$ cat config.mk
export PLATFORM = sky130hd
export DESIGN_NAME = bmem_arbiter
export DESIGN_NICKNAME = d
export VERILOG_FILES = /design/src/rtl/mem_pkg.sv /design/src/rtl/bmem_rd_assembler.sv /design/src/rtl/bmem_arbiter.sv
export SDC_FILE = /design/constraint.sdc
export NUM_CORES = 2
export LEC_CHECK = 0
export BUFFER_PORTS_ARGS = -buffer_cell sky130_fd_sc_hd__buf_2
export CAP_MARGIN = 30
export CORE_AREA = 2 2 409 411
export DETAILED_ROUTE_END_ITERATION = 7
export DIE_AREA = 0 0 411 413
export SKIP_CTS_REPAIR_TIMING = 1
export SLEW_MARGIN = 20
export SYNTH_ARGS = -nofsm -noshare
export SYNTH_HDL_FRONTEND = slang
export SYNTH_SLANG_ARGS = --single-unit
export TNS_END_PERCENT = 100
$ cat constraint.sdc
create_clock -name clk -period 66 [get_ports clk]
set_clock_uncertainty 0.05 [all_clocks]
set_input_delay 0 -clock clk [delete_from_list [all_inputs] [get_ports clk]]
set_output_delay 0 -clock clk [all_outputs]
set_load 0.01 [all_outputs]
$ cat src/rtl/mem_pkg.sv
// Shared widths, line/beat types and issue-FSM state encoding for the bmem arbiter.
package mem_pkg;

  localparam int ADDR_W = 32;
  localparam int LINE_W = 256;
  localparam int BEAT_W = 64;
  localparam int BEATS  = LINE_W / BEAT_W;

  typedef logic [LINE_W-1:0] line_t;
  typedef logic [BEAT_W-1:0] beat_t;

  // state  | meaning
  // IDLE   | arbitrate and issue a read command or write beat 0
  // WBURST | stream write beats 1..BEATS-1 of the accepted line
  typedef enum logic {
    IDLE   = 1'b0,
    WBURST = 1'b1
  } state_t;

endpackage

$ cat src/rtl/bmem_rd_assembler.sv
// Collects a burst of read beats into a full line and flags the cycle after the last beat.
module bmem_rd_assembler #(
  parameter int ADDR_W = 32,
  parameter int LINE_W = 256,
  parameter int BEAT_W = 64
) (
  input  logic              clk,
  input  logic              rst,
  input  logic              i_rvalid,
  input  logic [ADDR_W-1:0] i_raddr,
  input  logic [BEAT_W-1:0] i_rdata,
  output logic              o_done,
  output logic [ADDR_W-1:0] o_raddr,
  output logic [LINE_W-1:0] o_line
);
  import mem_pkg::*;

  localparam int                CNT_W = $clog2(LINE_W / BEAT_W);
  localparam logic [CNT_W-1:0] LAST  = CNT_W'(LINE_W / BEAT_W - 1);

  logic [CNT_W-1:0]  r_cnt;
  logic [LINE_W-1:0] r_buf;
  logic [ADDR_W-1:0] r_raddr;
  logic              r_done;

  // Shift beats into the line buffer; capture raddr on beat 0, pulse done after the last beat.
  always_ff @(posedge clk or posedge rst) begin
    if (rst) begin
      r_cnt   <= '0;
      r_buf   <= '0;
      r_raddr <= '0;
      r_done  <= 1'b0;
    end else begin
      r_done <= 1'b0;
      if (i_rvalid) begin
        r_buf[r_cnt*BEAT_W +: BEAT_W] <= i_rdata;
        if (r_cnt == '0) r_raddr <= i_raddr;
        if (r_cnt == LAST) r_done <= 1'b1;
        r_cnt <= r_cnt + 1'b1;
      end
    end
  end

  assign o_done  = r_done;
  assign o_raddr = r_raddr;
  assign o_line  = r_buf;

endmodule

$ cat src/rtl/bmem_arbiter.sv
// Arbitrates I-cache and D-cache line requests onto the 64-bit bmem port, serializes
// write lines and routes reassembled read bursts back to whichever slot they match.
module bmem_arbiter #(
  parameter int ADDR_W = 32,
  parameter int LINE_W = 256,
  parameter int BEAT_W = 64
) (
  input  logic              clk,
  input  logic              rst,
  input  logic [ADDR_W-1:0] i_addr,
  input  logic              i_read,
  output logic [LINE_W-1:0] i_rdata,
  output logic              i_resp,
  input  logic [ADDR_W-1:0] d_addr,
  input  logic              d_read,
  input  logic              d_write,
  input  logic [LINE_W-1:0] d_wdata,
  output logic [LINE_W-1:0] d_rdata,
  output logic              d_resp,
  output logic [ADDR_W-1:0] bmem_addr,
  output logic              bmem_read,
  output logic              bmem_write,
  output logic [BEAT_W-1:0] bmem_wdata,
  input  logic              bmem_ready,
  input  logic [ADDR_W-1:0] bmem_raddr,
  input  logic [BEAT_W-1:0] bmem_rdata,
  input  logic              bmem_rvalid,
  output logic              err_unexp
);
  import mem_pkg::*;

  localparam int                CNT_W = $clog2(LINE_W / BEAT_W);
  localparam logic [CNT_W-1:0] LAST  = CNT_W'(LINE_W / BEAT_W - 1);

  state_t            r_state, w_state_nxt;
  logic              r_i_valid, r_d_valid;
  logic [ADDR_W-1:0] r_i_addr, r_d_addr, r_waddr;
  logic [CNT_W-1:0]  r_wcnt;
  logic              r_wresp;
  logic              r_rr_d;
  logic              r_err;
  logic [LINE_W-1:0] r_i_rdata, r_d_rdata;

  logic              w_done;
  logic [ADDR_W-1:0] w_raddr;
  logic [LINE_W-1:0] w_line;
  logic              w_match_i, w_match_d;
  logic              w_hazard, w_i_elig, w_d_elig;
  logic              w_gnt_i, w_gnt_d, w_accept;

  bmem_rd_assembler #(
    .ADDR_W(ADDR_W),
    .LINE_W(LINE_W),
    .BEAT_W(BEAT_W)
  ) u_rd_asm (
    .clk      (clk),
    .rst      (rst),
    .i_rvalid (bmem_rvalid),
    .i_raddr  (bmem_raddr),
    .i_rdata  (bmem_rdata),
    .o_done   (w_done),
    .o_raddr  (w_raddr),
    .o_line   (w_line)
  );

  assign w_match_i = w_done && r_i_valid && (w_raddr == r_i_addr);
  assign w_match_d = w_done && r_d_valid && (w_raddr == r_d_addr);

  // A write to the line the I-cache is still fetching waits until that fetch completes.
  assign w_hazard = r_i_valid && (r_i_addr == d_addr);
  assign w_i_elig = i_read && !r_i_valid;
  assign w_d_elig = (d_read || d_write) && !r_d_valid && !r_wresp && !(d_write && w_hazard);
  assign w_gnt_d  = w_d_elig && (!w_i_elig || r_rr_d);
  assign w_gnt_i  = w_i_elig && !w_gnt_d;

  // Issue FSM next-state and bmem command outputs; commands are forced low while in reset.
  always_comb begin
    w_state_nxt = r_state;
    bmem_read   = 1'b0;
    bmem_write  = 1'b0;
    bmem_addr   = '0;
    bmem_wdata  = '0;
    w_accept    = 1'b0;
    unique case (r_state)
      IDLE: begin
        if (w_gnt_i) begin
          bmem_read = 1'b1;
          bmem_addr = i_addr;
          w_accept  = bmem_ready;
        end else if (w_gnt_d) begin
          bmem_addr = d_addr;
          w_accept  = bmem_ready;
          if (d_write) begin
            bmem_write = 1'b1;
            bmem_wdata = d_wdata[BEAT_W-1:0];
            if (bmem_ready) w_state_nxt = WBURST;
          end else begin
            bmem_read = 1'b1;
          end
        end
      end
      WBURST: begin
        bmem_write = 1'b1;
        bmem_addr  = r_waddr;
        bmem_wdata = d_wdata[r_wcnt*BEAT_W +: BEAT_W];
        if (r_wcnt == LAST) w_state_nxt = IDLE;
      end
      default: w_state_nxt = IDLE;
    endcase
    if (rst) begin
      bmem_read  = 1'b0;
      bmem_write = 1'b0;
      bmem_addr  = '0;
      bmem_wdata = '0;
    end
  end

  // Issue FSM state register.
  always_ff @(posedge clk or posedge rst) begin
    if (rst) r_state <= IDLE;
    else     r_state <= w_state_nxt;
  end

  // Round-robin pointer and outstanding read slots: set on accepted issue, cleared on response.
  always_ff @(posedge clk or posedge rst) begin
    if (rst) begin
      r_rr_d    <= 1'b0;
      r_i_valid <= 1'b0;
      r_i_addr  <= '0;
      r_d_valid <= 1'b0;
      r_d_addr  <= '0;
    end else begin
      if (w_accept) begin
        r_rr_d <= ~r_rr_d;
        if (w_gnt_i) begin
          r_i_valid <= 1'b1;
          r_i_addr  <= i_addr;
        end else if (d_read) begin
          r_d_valid <= 1'b1;
          r_d_addr  <= d_addr;
        end
      end
      if (w_match_i) r_i_valid <= 1'b0;
      if (w_match_d) r_d_valid <= 1'b0;
    end
  end

  // Write burst beat counter, latched address and the write-completion pulse.
  always_ff @(posedge clk or posedge rst) begin
    if (rst) begin
      r_wcnt  <= '0;
      r_waddr <= '0;
      r_wresp <= 1'b0;
    end else begin
      r_wresp <= 1'b0;
      if (r_state == IDLE && w_accept && w_gnt_d && d_write) begin
        r_waddr <= d_addr;
        r_wcnt  <= CNT_W'(1);
      end else if (r_state == WBURST) begin
        r_wcnt <= r_wcnt + 1'b1;
        if (r_wcnt == LAST) r_wresp <= 1'b1;
      end
    end
  end

  // Hold returned lines per requester and flag bursts that match no outstanding read.
  always_ff @(posedge clk or posedge rst) begin
    if (rst) begin
      r_i_rdata <= '0;
      r_d_rdata <= '0;
      r_err     <= 1'b0;
    end else begin
      if (w_match_i) r_i_rdata <= w_line;
      if (w_match_d) r_d_rdata <= w_line;
      if (w_done && !w_match_i && !w_match_d) r_err <= 1'b1;
    end
  end

  assign i_resp    = w_match_i;
  assign d_resp    = w_match_d || r_wresp;
  assign i_rdata   = w_match_i ? w_line : r_i_rdata;
  assign d_rdata   = w_match_d ? w_line : r_d_rdata;
  assign err_unexp = r_err;

endmodule
==> run_results.csv <==
group,metric,value,unit
die,die_w,411,um
clock_network,cts_buffer_depth,3,
place,port_buffers,1035,
clock_network,clock-sinks,907,
grt,grtUsageTotal,18.0,%
drt,vias,27900,
run_status,status,"finished, violations left",
logic_synthesis,synth_cell_type_count,38,
pwr,switchingPower,562,uW
sta,hold-worst-slack,-0.00511,ns
die,core,166000,um^2
logic_synthesis,async_reset_ff_share,100,%
drt,drt-pass1-iter-count,5,
pwr,power_density,34.3,nW/um^2
logic_synthesis,synthFlopType,"dfrtp_1",
clock_network,cts_root_buffer,"clkbuf_16",
grt,grt_antenna_before_repair,49,
pwr,p_leak,25.6,nW
sta,fmax,173,MHz
job,maxCapViolations,0,
sta,period_share,8.78,%
sta,slew_viol_final,0,
die,placementRows,150,
pwr,vdd_drop_max,0.0000220,V
die,start_util,22.4,%
drt,routed_wl,160000,um
setup_path,critPathLaunchType,"register",
place,gp_congestion,0.931,
drt,drt-vias-per-instance,4.56,
place,hpwl,118000,um
clock_network,cts_tree,"done",
final_layout,nFillCells,16900,
final_layout,fin_nets,4245,
sta,rsz0062_at_grt,"no",
logic_synthesis,synth_edf_count,0,
final_layout,syn2layout_area_growth,35.1,%
setup_path,crit_path_start,"r_i_addr[19]",
sta,finalCriticalPeriod,5.80,ns
drt,ant_nets,0,
setup_path,r2r_start,"r_i_addr[19]",
logic_synthesis,yosysWarnings,0,
final_layout,final_common_cell,"buf_2",
final_layout,postLayoutCoreUtil,30.3,%
sta,hold_violations,3,
pwr,seq_power_share,43.8,%
sta,worst_pin_slew,1.11,ns
clock_network,htree_levels,3,
clock_network,clock_latency,0.73,ns
logic_synthesis,syn_area,37200,um^2
logic_synthesis,synthesis.nets,3080,
grt,grt_pass1_vias,27400,
die,dieArea,170000,um^2
final_layout,layout_common_cells,"buf_2 (1035), dfrtp_1 (904), mux2_2 (641)",
final_layout,layout-drive-gt1-share,49.2,%
setup_path,crit_arrival,5.75,ns
drt,post_drt_wl_per_cell,26.1,um
grt,overflow,0,
run_status,violations,"hold timing",
logic_synthesis,avgSynthCellArea,14.0,um^2
min_path,hold_path.class,"input port to async pin",
pwr,intPower,1.16,mW
setup_path,worstSetupPathType,"register to output port",
sta,slew_headroom,25.9,%
pwr,combPwrFrac,21.7,%
logic_synthesis,ys_ff_latch,907,
drt,drt-initial-drc-count,1936,
pwr,power_frac_clock,34.5,%
drt,drc,0,
grt,grt_max_degree,175,
setup_path,critPathRequiredTime,65.95,ns
clock_network,cts.clk_slew.worst_paths,0.06,ns
clock_network,cts_buffers,101,
logic_synthesis,seq_area_frac_synth,61.0,%
pwr,p_sw_share,32.5,%
die,num_io_pins,1036,
sta,fin_tns_setup,0,ns
setup_path,endpoint_kind,"output port",
logic_synthesis,synth_cells,2651,
setup_path,path_max_fanout,131,
die,die_y,413,um
grt,grt_pass1_wl,219000,um
sta,setup_violations,0,
-- critical path, cell delays in order (launching register included) --
cell	delay, ns
dfrtp_1	0.41
xnor2_1	0.21
nand4_1	0.13
nor4_1	0.68
nand4_1	0.19
nor3_2	0.17
buf_4	0.70
buf_12	0.49
buf_4	0.89
mux2_2	0.43
buf_2	0.16
-- cell usage after synthesis, drive strengths merged (9+ instances only) --
library cell,count,share of area [%]
nor2,44,0.44
dfrtp,907,61
mux2i,65,1.7
nand2,78,0.79
inv,9,0.091
nand4,17,0.29
clkbuf,130,1.3
a211oi,64,1.3
xor2,30,0.71
xnor2,67,1.6
o21ai,160,2.2
mux2,641,19
a221oi,32,0.75
nor4,10,0.17
buf,69,1.0
a22o,257,6.0
a21oi,33,0.44
-- metal layers --
layer | vias to the layer above | GRT usage, % | wire, um
li1 | 12100 | - | -
met1 | 14500 | 23.3 | 67800
met2 | 1095 | 29.5 | 75800
met3 | 229 | 4.94 | 12000
met4 | 6 | 5.08 | 4150
met5 | - | 0 | 41
-- through the flow --
| step | hold slack (ns) | std cells | worst slack, ns | instance area [um^2] | power [mW] |
|---|---|---|---|---|---|
| 2_1_floorplan | -0.00247 | 2651 | 29.52 | 37200 | 0.962 |
| 3_3_place_gp | 0.175 | 5738 | 60.68 | 44800 | 1.12 |
| 3_5_place_dp | 0.185 | 5740 | 60.61 | 44900 | 1.13 |
| 4_1_cts | -0.622 | 5923 | 60.32 | 48400 | 1.73 |
| 5_1_grt | -0.00585 | 6106 | 60.19 | 50300 | 1.81 |
| 6_report | -0.00511 | 6117 | 60.20 | 50300 | 1.73 |
-- path summary, 6_finish.rpt --
check	slack, ns	to	cells after the start
min in group clk	0.03	u_rd_asm.o_line[102]	3
hold reg to reg	0.43	err_unexp	2
max in group asynchronous	61.39	u_rd_asm.o_line[30]	10
setup / recovery	60.20	i_rdata[245]	10
hold / removal	-0.005	r_waddr[8]	3
setup reg to reg	60.96	r_i_rdata[245]	9
-- state kept, by name, summed over array words and instances, names as in the netlist --
register          flops
r_i_rdata           256
r_d_valid             1
r_wcnt                2
r_wresp               1
err_unexp             1
r_d_rdata           256
r_d_addr             32
r_rr_d                1
r_i_valid             1
u_rd_asm.r_cnt        2
u_rd_asm.o_raddr     32
u_rd_asm.o_line     256
r_state               1
r_i_addr             32
r_waddr              32
u_rd_asm.o_done       1
-- cell families (layout without fill, tap and decap cells) --
logic type	after synthesis	after routing	synth area share, %
adder cells (fa/ha/maj)	6	6	0.202
multiplexers	706	706	21.1
other	0	17	0
buffers and inverters	208	1453	2.41
AO/OA/AOI/OAI	555	555	10.9
AND/OR/NAND/NOR	172	172	2.13
flip-flops	907	907	61.0
XOR/XNOR	97	97	2.28
-- power groups by stage --
stage / sequential (mW) / clock, mW / combinational, mW
6_report: 0.756 / 0.595 / 0.374
5_1_grt: 0.766 / 0.633 / 0.406
4_1_cts: 0.754 / 0.611 / 0.366
3_5_place_dp: 0.763 / 0 / 0.364
3_3_place_gp: 0.761 / 0 / 0.359
2_1_floorplan: 0.711 / 0 / 0.252
-- cell type report --
class | instances | area [um^2] | area share (%)
inverter | 9 | 41.3 | 0.0821
tap | 2204 | 2760 | 5.48
timing repair buffer | 1261 | 7460 | 14.8
clock buffer | 144 | 2950 | 5.86
clock inverter | 39 | 594 | 1.18
sequential | 907 | 22700 | 45.1
multi-input combinational | 1536 | 13700 | 27.3
antenna | 17 | 42.5 | 0.0846
(Power assumes the default switching activity.)
